## src/rtl/div_unit_pkg.sv

```systemverilog
// Shared definitions for the iterative divider: state encodings, handshake levels,
// reset polarity, bus widths and a conditional two's-complement helper.
package div_unit_pkg;

  localparam int RegBus       = 32;
  localparam int DoubleRegBus = 64;

  localparam logic RstEnable  = 1'b1;
  localparam logic RstDisable = 1'b0;

  localparam logic DivResultReady    = 1'b1;
  localparam logic DivResultNotReady = 1'b0;
  localparam logic DivStart          = 1'b1;
  localparam logic DivStop           = 1'b0;

  localparam logic [RegBus-1:0] ZeroWord = '0;

  // Counter value of the final restoring iteration.
  localparam logic [4:0] DivIterLast = 5'd31;

  typedef enum logic [1:0] {
    DivFree   = 2'b00,
    DivByZero = 2'b01,
    DivOn     = 2'b10,
    DivEnd    = 2'b11
  } div_state_e;

  function automatic logic [RegBus-1:0] neg_if(input logic [RegBus-1:0] v, input logic en);
    return en ? (~v + 32'd1) : v;
  endfunction

endpackage

```

## src/rtl/div_unit_if.sv

```systemverilog
// Request/result bundle between the execute stage (master) and the divider (slave).
interface div_unit_if;

  logic        signed_div_i;
  logic [31:0] opdata1_i;
  logic [31:0] opdata2_i;
  logic        start_i;
  logic        annul_i;
  logic [63:0] result_o;
  logic        ready_o;

  modport master (
    output signed_div_i, opdata1_i, opdata2_i, start_i, annul_i,
    input  result_o, ready_o
  );

  modport slave (
    input  signed_div_i, opdata1_i, opdata2_i, start_i, annul_i,
    output result_o, ready_o
  );

endinterface

```

## src/rtl/div_restore_step.sv

```systemverilog
// One radix-2 restoring iteration: shift the next dividend bit into the partial
// remainder, trial-subtract the divisor, and append the resulting quotient bit.
module div_restore_step (
  input  logic [31:0] rem,
  input  logic [31:0] quo,
  input  logic [31:0] divisor,
  output logic [31:0] rem_next,
  output logic [31:0] quo_next
);

  logic [32:0] partial;
  logic [32:0] trial;
  logic        fits;

  // rem < divisor always holds, so a non-negative trial fits back into 32 bits.
  assign partial  = {rem, quo[31]};
  assign trial    = partial - {1'b0, divisor};
  assign fits     = ~trial[32];
  assign rem_next = fits ? trial[31:0] : partial[31:0];
  assign quo_next = {quo[30:0], fits};

endmodule

```

## src/rtl/div_unit.sv

```systemverilog
// Iterative 32-bit restoring divider, one quotient bit per clock; result = {remainder, quotient}.
// Signed DIV support (magnitude conversion and sign post-fix) is built only when DIV_SIGNED_EN is defined.
//
// state     | meaning
// DivFree   | idle, accepts a start with a non-zero divisor
// DivByZero | one cycle to produce the fixed zero result
// DivOn     | 32 restoring iterations, cnt counts 0..31
// DivEnd    | result valid, held until start_i drops
module div_unit
  import div_unit_pkg::*;
(
  input  logic       clk,
  input  logic       rst,
  div_unit_if.slave  div_bus
);

  div_state_e  state_q, state_d;
  logic [4:0]  cnt_q;
  logic [31:0] rem_q, quo_q, divisor_q;
  logic [31:0] rem_step, quo_step;
  logic [31:0] op1_mag, op2_mag;
  logic [31:0] fixed_rem, fixed_quo;
  logic [63:0] result_q;
  logic        ready_q;
  logic        op1_neg, op2_neg;
  logic        req;

  assign req = (div_bus.start_i == DivStart) && !div_bus.annul_i;

`ifdef DIV_SIGNED_EN
  logic op1_neg_q, quo_neg_q;

  assign op1_neg = div_bus.signed_div_i & div_bus.opdata1_i[31];
  assign op2_neg = div_bus.signed_div_i & div_bus.opdata2_i[31];
  assign op1_mag = neg_if(div_bus.opdata1_i, op1_neg);
  assign op2_mag = neg_if(div_bus.opdata2_i, op2_neg);

  always_ff @(posedge clk) begin
    if (rst == RstEnable) begin
      op1_neg_q <= 1'b0;
      quo_neg_q <= 1'b0;
    end else if (state_q == DivFree && state_d == DivOn) begin
      op1_neg_q <= op1_neg;
      quo_neg_q <= op1_neg ^ op2_neg;
    end
  end

  // Remainder takes the dividend's sign; quotient is negative when the signs differ.
  assign fixed_rem = neg_if(rem_step, op1_neg_q);
  assign fixed_quo = neg_if(quo_step, quo_neg_q);
`else
  logic unused_signed_div;

  assign unused_signed_div = div_bus.signed_div_i;
  assign op1_neg   = 1'b0;
  assign op2_neg   = 1'b0;
  assign op1_mag   = div_bus.opdata1_i;
  assign op2_mag   = div_bus.opdata2_i;
  assign fixed_rem = rem_step;
  assign fixed_quo = quo_step;
`endif

  div_restore_step u_step (
    .rem      (rem_q),
    .quo      (quo_q),
    .divisor  (divisor_q),
    .rem_next (rem_step),
    .quo_next (quo_step)
  );

  always_ff @(posedge clk) begin
    if (rst == RstEnable) state_q <= DivFree;
    else                  state_q <= state_d;
  end

  always_comb begin
    state_d = state_q;
    case (state_q)
      DivFree: begin
        if (req) state_d = (div_bus.opdata2_i == ZeroWord) ? DivByZero : DivOn;
      end
      DivByZero: state_d = div_bus.annul_i ? DivFree : DivEnd;
      DivOn: begin
        if (div_bus.annul_i)           state_d = DivFree;
        else if (cnt_q == DivIterLast) state_d = DivEnd;
      end
      DivEnd: begin
        if (div_bus.annul_i || div_bus.start_i == DivStop) state_d = DivFree;
      end
      default: state_d = DivFree;
    endcase
  end

  always_ff @(posedge clk) begin
    if (rst == RstEnable) begin
      cnt_q     <= '0;
      rem_q     <= ZeroWord;
      quo_q     <= ZeroWord;
      divisor_q <= ZeroWord;
      result_q  <= '0;
      ready_q   <= DivResultNotReady;
    end else begin
      ready_q <= (state_d == DivEnd) ? DivResultReady : DivResultNotReady;

      case (state_q)
        DivFree: begin
          if (state_d == DivOn) begin
            rem_q     <= ZeroWord;
            quo_q     <= op1_mag;
            divisor_q <= op2_mag;
            cnt_q     <= '0;
          end
        end
        DivOn: begin
          if (state_d == DivFree) begin
            cnt_q <= '0;
          end else begin
            rem_q <= rem_step;
            quo_q <= quo_step;
            cnt_q <= cnt_q + 5'd1;
          end
        end
        default: ;
      endcase

      if (state_d == DivFree || state_d == DivByZero)
        result_q <= '0;
      else if (state_q == DivOn && state_d == DivEnd)
        result_q <= {fixed_rem, fixed_quo};
    end
  end

  assign div_bus.result_o = result_q;
  assign div_bus.ready_o  = ready_q;

endmodule

```

## src/flat_wrapper.sv

```systemverilog
// flat-port wrapper written by rule: the top's interface ports become plain ports
module div_unit_flat import div_unit_pkg::*;
  (clk, rst, div_bus_signed_div_i, div_bus_opdata1_i, div_bus_opdata2_i, div_bus_start_i, div_bus_annul_i, div_bus_result_o, div_bus_ready_o);
  div_unit_if div_bus_i ();
  input  logic clk;
  input  logic rst;
  input wire logic [$bits(div_bus_i.signed_div_i)-1:0] div_bus_signed_div_i;
  input wire logic [$bits(div_bus_i.opdata1_i)-1:0] div_bus_opdata1_i;
  input wire logic [$bits(div_bus_i.opdata2_i)-1:0] div_bus_opdata2_i;
  input wire logic [$bits(div_bus_i.start_i)-1:0] div_bus_start_i;
  input wire logic [$bits(div_bus_i.annul_i)-1:0] div_bus_annul_i;
  output wire logic [$bits(div_bus_i.result_o)-1:0] div_bus_result_o;
  output wire logic [$bits(div_bus_i.ready_o)-1:0] div_bus_ready_o;
  assign div_bus_i.signed_div_i = div_bus_signed_div_i;
  assign div_bus_i.opdata1_i = div_bus_opdata1_i;
  assign div_bus_i.opdata2_i = div_bus_opdata2_i;
  assign div_bus_i.start_i = div_bus_start_i;
  assign div_bus_i.annul_i = div_bus_annul_i;
  assign div_bus_result_o = div_bus_i.result_o;
  assign div_bus_ready_o = div_bus_i.ready_o;
  div_unit u_core (.clk(clk), .rst(rst), .div_bus(div_bus_i));
endmodule
```

## config.mk

```make
export PLATFORM = sky130hd
export DESIGN_NAME = div_unit_flat
export DESIGN_NICKNAME = d
export VERILOG_FILES = /design/src/rtl/div_unit_pkg.sv /design/src/rtl/div_unit_if.sv /design/src/rtl/div_restore_step.sv /design/src/rtl/div_unit.sv /design/src/flat_wrapper.sv
export SDC_FILE = /design/constraint.sdc
export NUM_CORES = 1
export LEC_CHECK = 0
export BUFFER_PORTS_ARGS = -buffer_cell sky130_fd_sc_hd__buf_4
export CAP_MARGIN = 10
export CORE_ASPECT_RATIO = 1.2
export CORE_UTILIZATION = 57
export DETAILED_ROUTE_END_ITERATION = 7
export MAX_ROUTING_LAYER = met4
export PLACE_DENSITY_LB_ADDON = 0.05
export SETUP_SLACK_MARGIN = 0.15
export SLEW_MARGIN = 30
export SYNTH_ARGS = -nofsm -noshare
export SYNTH_HDL_FRONTEND = slang
export SYNTH_HIERARCHICAL = 1
export SYNTH_SLANG_ARGS = --single-unit
```

## constraint.sdc

```tcl
create_clock -name clk -period 4.9 [get_ports clk]
set_input_delay 0 -clock clk [delete_from_list [all_inputs] [get_ports clk]]
set_output_delay 0 -clock clk [all_outputs]
set_load 0.1 [all_outputs]
```

==> results of run 1 <==
logic make-up (layout without fill, tap and decap cells):
group,after synthesis,after routing
flops,168,168
xor+xnor,26,26
fa+ha+maj,35,35
buf+inv,134,273
compound gates,207,207
simple gates,407,407
mux,57,57
stage by stage:
stage / power (W) / util, % / hold slack, ns / worst slack [ns] / area, µm²
after global placement: 0.002096 / 63.19 / 0.2592 / 1.134 / 9492
after global routing: 0.003606 / 71.45 / 0.1099 / 0.8061 / 10730
after CTS: 0.003481 / 71.45 / 0.07752 / 1.059 / 10730
final: 0.003462 / 71.45 / 0.07830 / 1.055 / 10730
after floorplan: 0.002015 / - / 0.1360 / 1.490 / 8790
after detailed placement: 0.002098 / 63.22 / 0.2675 / 1.091 / 9497
power by group:
part	internal, W	switching (W)	total, W
sequential	0.00141	0.0000312	0.00144
clock	0.000770	0.000569	0.00134
combinational	0.000330	0.000355	0.000685
total	0.00251	0.000956	0.00346
metal layers:
metal | part of all wire (%) | wire [µm]
met5 | 0 | 0
met4 | 2.4 | 533
met3 | 4.3 | 937
met2 | 48 | 10570
met1 | 45 | 9837
critical path, delay by kind of cell (launching register included):
kind / cells / cell delay [ns]
compound gates: 5 / 1.13
simple gates: 3 / 0.68
fa+ha+maj: 2 / 0.64
mux: 2 / 0.70
flops: 1 / 0.37
buf+inv: 2 / 0.18
placed cells by master, fill, tap and decap left out, types with 6 or more instances in the layout:
cell / synthesis / final
nor2_1: 179 / 178
mux2_4: 19 / 19
and3_1: 6 / 6
dlygate4sd3_1: 0 / 65
inv_1: 35 / 35
buf_4: 45 / 140
xnor2_1: 13 / 13
nand2_1: 87 / 86
a21oi_1: 60 / 60
a21o_1: 17 / 17
xor2_1: 13 / 13
o21a_1: 8 / 8
dfxtp_1: 168 / 168
nand4_1: 7 / 7
ha_1: 34 / 34
a22o_1: 32 / 32
o21ai_0: 19 / 19
nand3_1: 20 / 20
a31oi_1: 7 / 7
nor4_1: 9 / 9
clkbuf_16: 0 / 17
a221oi_1: 33 / 33
mux2i_1: 33 / 33
nor3_1: 73 / 73
area by class of cell:
cell class,count,area share (%)
clock inverters,12,1.294
flip-flops and latches,168,31.34
inverters,36,1.329
repair buffers,205,15.85
clock buffers,20,4.162
well taps,204,2.378
multi-input cells,732,43.65
flip-flops by register name, summed over array words and instances, names as in the netlist:
| signal | flops |
|---|---|
| u_core/cnt_q | 5 |
| u_core/div_bus.ready_o | 1 |
| u_core/div_bus.result_o | 64 |
| u_core/divisor_q | 32 |
| u_core/quo_q | 32 |
| u_core/rem_q | 32 |
| u_core/state_q | 2 |
final timing paths:
path,from,endpoint,slack [ns],depth (start not counted)
worst max register to register,u_core/quo_q[31],u_core/rem_q[28],1.05,14
worst min-delay path,div_bus_opdata1_i[31],u_core/quo_q[31],0.08,3
worst max-delay path,u_core/quo_q[31],u_core/rem_q[28],1.05,14
worst min register to register,u_core/divisor_q[12],u_core/divisor_q[12],0.45,2
what timing repair did:
item	in CTS	in global routing
endpoints found under the hold margin	64	0
hold buffers	65	0
resized for setup	0	0
==> results.yml, run 1 <==
critical_path:
  critical_path_required_ns: 5.22
  cp-start-kind: "flop"
  critPathKind: "reg -> reg"
  cp_slowest_cell: "fa_1"
  cp-end-kind: "flop"
  cp.arrival_ns: 4.16
  crit_chain: "inv_1, ha_1, fa_1, and2b_1, o2111ai_2, a21oi_2, o2111ai_1, a211oi_2, nor2_4, mux2i_4, and2_4, inv_8, mux2_4, a22o_1"
  cpPeakStageDelay_ns: 0.41
  crit_path_max_fanout: 25
floorplanning:
  core_um2: 15020
  initial_core_util_pct: 58.52
  design.portCount: 134
  fp.dieH_um: 138.0
  rows: 49
  fp.dieW_um: 115.4
  die-area_um2: 15920
timing:
  finalSetupTns_ns: 0
  period_share_pct: 78.47
  rsz0062_at_grt: "false"
  period_minus_slack_ns: 3.845
  slew_headroom_pct: 40.17
  worstMarginPinSlew_ns: 0.8954
  setup_viol: 0
  maxSlewViolCount: 0
  fmax_mhz: 260.1
  skew_ns: 0.008725
  hold_violations: 0
synthesis:
  syn_inst: 1034
  synth-simple-area-share_pct: 20.68
  synth_common_cells: "nor2_1 (179), dfxtp_1 (168), nand2_1 (87), nor3_1 (73), a21oi_1 (60)"
  yosys.area.top_type: "dfxtp_1"
  synth_top_area_share_pct: 38.26
  ys_seq_area_share_pct: 38.26
  synth.area.mux_share_pct: 7.772
  synth_flop_cell: "dfxtp_1"
  synth_area_leaders: "dfxtp_1 (38%), nor2_1 (7.6%), ha_1 (4.8%)"
  ys_ff_latch: 168
  synthArstFlopShare_pct: 0
  syn_area_per_cell_um2: 8.501
  synth_nets: 1138
  synth_xor_area_share_pct: 2.591
  ys_types: 70
  synth.most_common_cell: "nor2_1"
  synth-edff-count: 0
  synth_warnings: 6
  synthAdderAreaFrac_pct: 5.068
  synth_top_family_by_area: "simple AND/OR/NAND/NOR gates"
  synth_area_um2: 8790
  synth_compound_area_share_pct: 16.74
finish:
  multi_input_area_um2: 4684
  layout-drive-gt1-share_pct: 18.58
  fin_cells: 1377
  fin_nets: 1264
  area_growth_pct: 22.11
  fill_cells: 1256
  antenna_cells: 0
  seqCellArea_um2: 3363
grt:
  grt_max_degree: 75
  gr-usage-met2_pct: 46.39
  grt_use_met3_pct: 4.910
  grt_pass1_wl_mm: 36.34
  antenna_found_initial: 0
  top_usage_layer: "met2"
  grt-ovfl-total: 0
  grtUsageMet1_pct: 36.85
  track_usage_pct: 29.41
  grt_pass1_vias: 7471
routing:
  vias: 7757
  via_per_inst: 5.633
  wl_per_cell_um: 15.89
  drtIter0Drc: 439
  drtAntennaViolNets: 0
  remaining_drc_errors: 0
  dr.pass1.iters: 5
  routed_wl_mm: 21.88
clocking:
  clkTransAtPathRegs_ns: 0.06
  cts_setup_buffers: 0
  cts-root-buf: "clkbuf_16"
  cts_tree: "done"
  h-tree-depth: 4
  cts.sinks: 168
  cts_buffer_depth: 2
  cts-buffers-inserted: 17
  insertion_delay_ns: 0.43
run_status:
  outcome: "finished, final reports clean"
pwr:
  p_per_area_nw_per_um2: 322.6
  p_leak_nw: 4.721
  vdd_ir_drop_max_mv: 0.2521
placed_design:
  dp_hpwl_mm: 13.77
  portBuffers: 132
  routabilityCongestion: 0.8611
  dpl.cell_count: 1280
job:
  drv_cap: 0
min_path:
  holdCritPathClass: "in -> reg"
Power figures use the tool's default switching activity.
==> run 2: changes to the inputs <==
==> constraint.sdc (replaced) <==
create_clock -name clk -period 4 [get_ports clk]
set_input_delay 0 -clock clk [delete_from_list [all_inputs] [get_ports clk]]
set_output_delay 0 -clock clk [all_outputs]
set_load 0.1 [all_outputs]
==> results.yml, run 2 (synthesis results as in run 1) <==
timing:
  maxSlewViolCount: 0
  slew_headroom_pct: 46.41
  worstMarginPinSlew_ns: 0.8039
  finalSetupTns_ns: 0
  fmax_mhz: 275.5
  period_minus_slack_ns: 3.630
  hold_violations: 0
  setup_viol: 0
  skew_ns: 0.008091
  period_share_pct: 90.74
  rsz0062_at_grt: "false"
finish:
  layout_common_cells: "nor2_1 (178), dfxtp_1 (168), buf_4 (145)"
  final_common_cell: "nor2_1"
  largest_reg_flops: 64
  layout-drive-gt1-share_pct: 19.02
  fill_cells: 1245
  antenna_cells: 0
  area_growth_pct: 22.62
  utilization_pct: 71.75
  fin_nets: 1269
min_path:
  min_delay_path_depth: 3
  holdCritPathClass: "in -> reg"
critical_path:
  cp-end-kind: "flop"
  r2r-start: "u_core/quo_q[31]"
  rr_worst_depth: 14
  crit_path_max_fanout: 25
  cp-startpoint: "u_core/quo_q[31]"
  cp-start-kind: "flop"
  reg2reg_slack_ns: 0.37
  critical_path_required_ns: 4.32
  cp.arrival_ns: 3.95
  cp_slowest_cell: "fa_1"
  cpPeakStageDelay_ns: 0.41
  crit_chain: "inv_1, ha_1, fa_1, and2b_1, o2111ai_2, a21oi_2, o2111ai_1, a211oi_2, nor2_4, mux2i_4, and2_4, clkinv_8, mux2_4, a22o_1"
  critPathKind: "reg -> reg"
  reg2reg_to: "u_core/rem_q[24]"
  crit_end: "u_core/rem_q[24]"
floorplanning:
  fp.dieW_um: 115.4
  die-area_um2: 15920
  initial_core_util_pct: 58.52
  fp.dieH_um: 138.0
  design.portCount: 134
  core_um2: 15020
  rows: 49
run_status:
  outcome: "finished, final reports clean"
clocking:
  h-tree-depth: 4
  cts.sinks: 168
  insertion_delay_ns: 0.43
  cts-root-buf: "clkbuf_16"
  cts-buffers-inserted: 17
  cts_setup_buffers: 0
  cts_buffer_depth: 2
  clkTransAtPathRegs_ns: 0.06
  cts_tree: "done"
routing:
  vias: 7725
  drtAntennaViolNets: 0
  via_per_inst: 5.590
  dr.pass1.iters: 5
  drtIter0Drc: 434
  routed_wl_mm: 21.58
  remaining_drc_errors: 0
  wl_per_cell_um: 15.62
grt:
  antenna_found_initial: 0
  grt_pass1_vias: 7302
  grt_max_degree: 75
  grt-ovfl-total: 0
  grt_pass1_wl_mm: 35.77
  track_usage_pct: 29.00
pwr:
  p_per_area_nw_per_um2: 395.5
  p_leak_nw: 4.763
  vdd_ir_drop_max_mv: 0.2680
  total_power_w: 0.004262
placed_design:
  portBuffers: 132
  routabilityCongestion: 0.8789
  dp_hpwl_mm: 14.25
job:
  drv_cap: 0
## run 2: stage by stage
stage | cell area, µm² | hold slack [ns] | setup WS, ns | instances
after floorplan | 8790 | 0.1360 | 0.5904 | 1034
after global placement | 9524 | 0.2593 | 0.4131 | 1285
after detailed placement | 9529 | 0.2667 | 0.3907 | 1285
after CTS | 10770 | 0.07595 | 0.3609 | 1382
after global routing | 10780 | 0.09261 | 0.1660 | 1382
final | 10780 | 0.08836 | 0.3705 | 1382
## run 2: power by group
part           switching (W)  internal (W)  total [W]
clock               0.000719      0.000938    0.00166
combinational       0.000434      0.000411   0.000846
sequential         0.0000371       0.00172    0.00176
## run 2: worst min-delay path by stage
stage,start,endpoint
6_report,div_bus_opdata1_i[31],u_core/quo_q[31]
5_1_grt,div_bus_opdata1_i[31],u_core/quo_q[31]
4_1_cts,div_bus_start_i,u_core/cnt_q[4]
3_5_place_dp,div_bus_opdata2_i[19],u_core/divisor_q[19]
3_3_place_gp,div_bus_opdata2_i[28],u_core/divisor_q[28]
2_1_floorplan,div_bus_opdata2_i[10],u_core/divisor_q[10]
## run 2: routing by layer
| layer | track usage, % | part of all wire [%] | routed length [µm] | vias up |
|---|---|---|---|---|
| li1 | - | - | - | 3870 |
| met1 | 36.83 | 45 | 9662 | 3615 |
| met2 | 46.64 | 49 | 10620 | 205 |
| met3 | 4.384 | 4.1 | 880 | 35 |
| met4 | 9.843 | 1.9 | 420 | 0 |
| met5 | - | 0 | 0 | - |
## run 2: what timing repair did
action	in CTS	in global routing
resized for setup	0	1
hold buffers	65	0
hold endpoints to repair	65	0
endpoints found under the setup margin	0	3
## run 2: layout make-up
type	instances	area (µm²)	area share [%]
Clock buffer	18	429.2	3.982
Inverter	36	147.6	1.370
Sequential cell	168	3363	31.21
Timing Repair Buffer	210	1739	16.14
Clock inverter	14	163.9	1.521
Tap cell	204	255.2	2.368
Multi-Input combinational cell	732	4679	43.42
## run 2: critical path, delay by kind of cell, from the launching register on
kind	cells	cell delay [ns]
multiplexers	2	0.52
adder cells (fa/ha/maj)	2	0.62
buffers and inverters	2	0.25
AND/OR/NAND/NOR	3	0.63
flip-flops	1	0.35
AO/OA/AOI/OAI	5	1.13
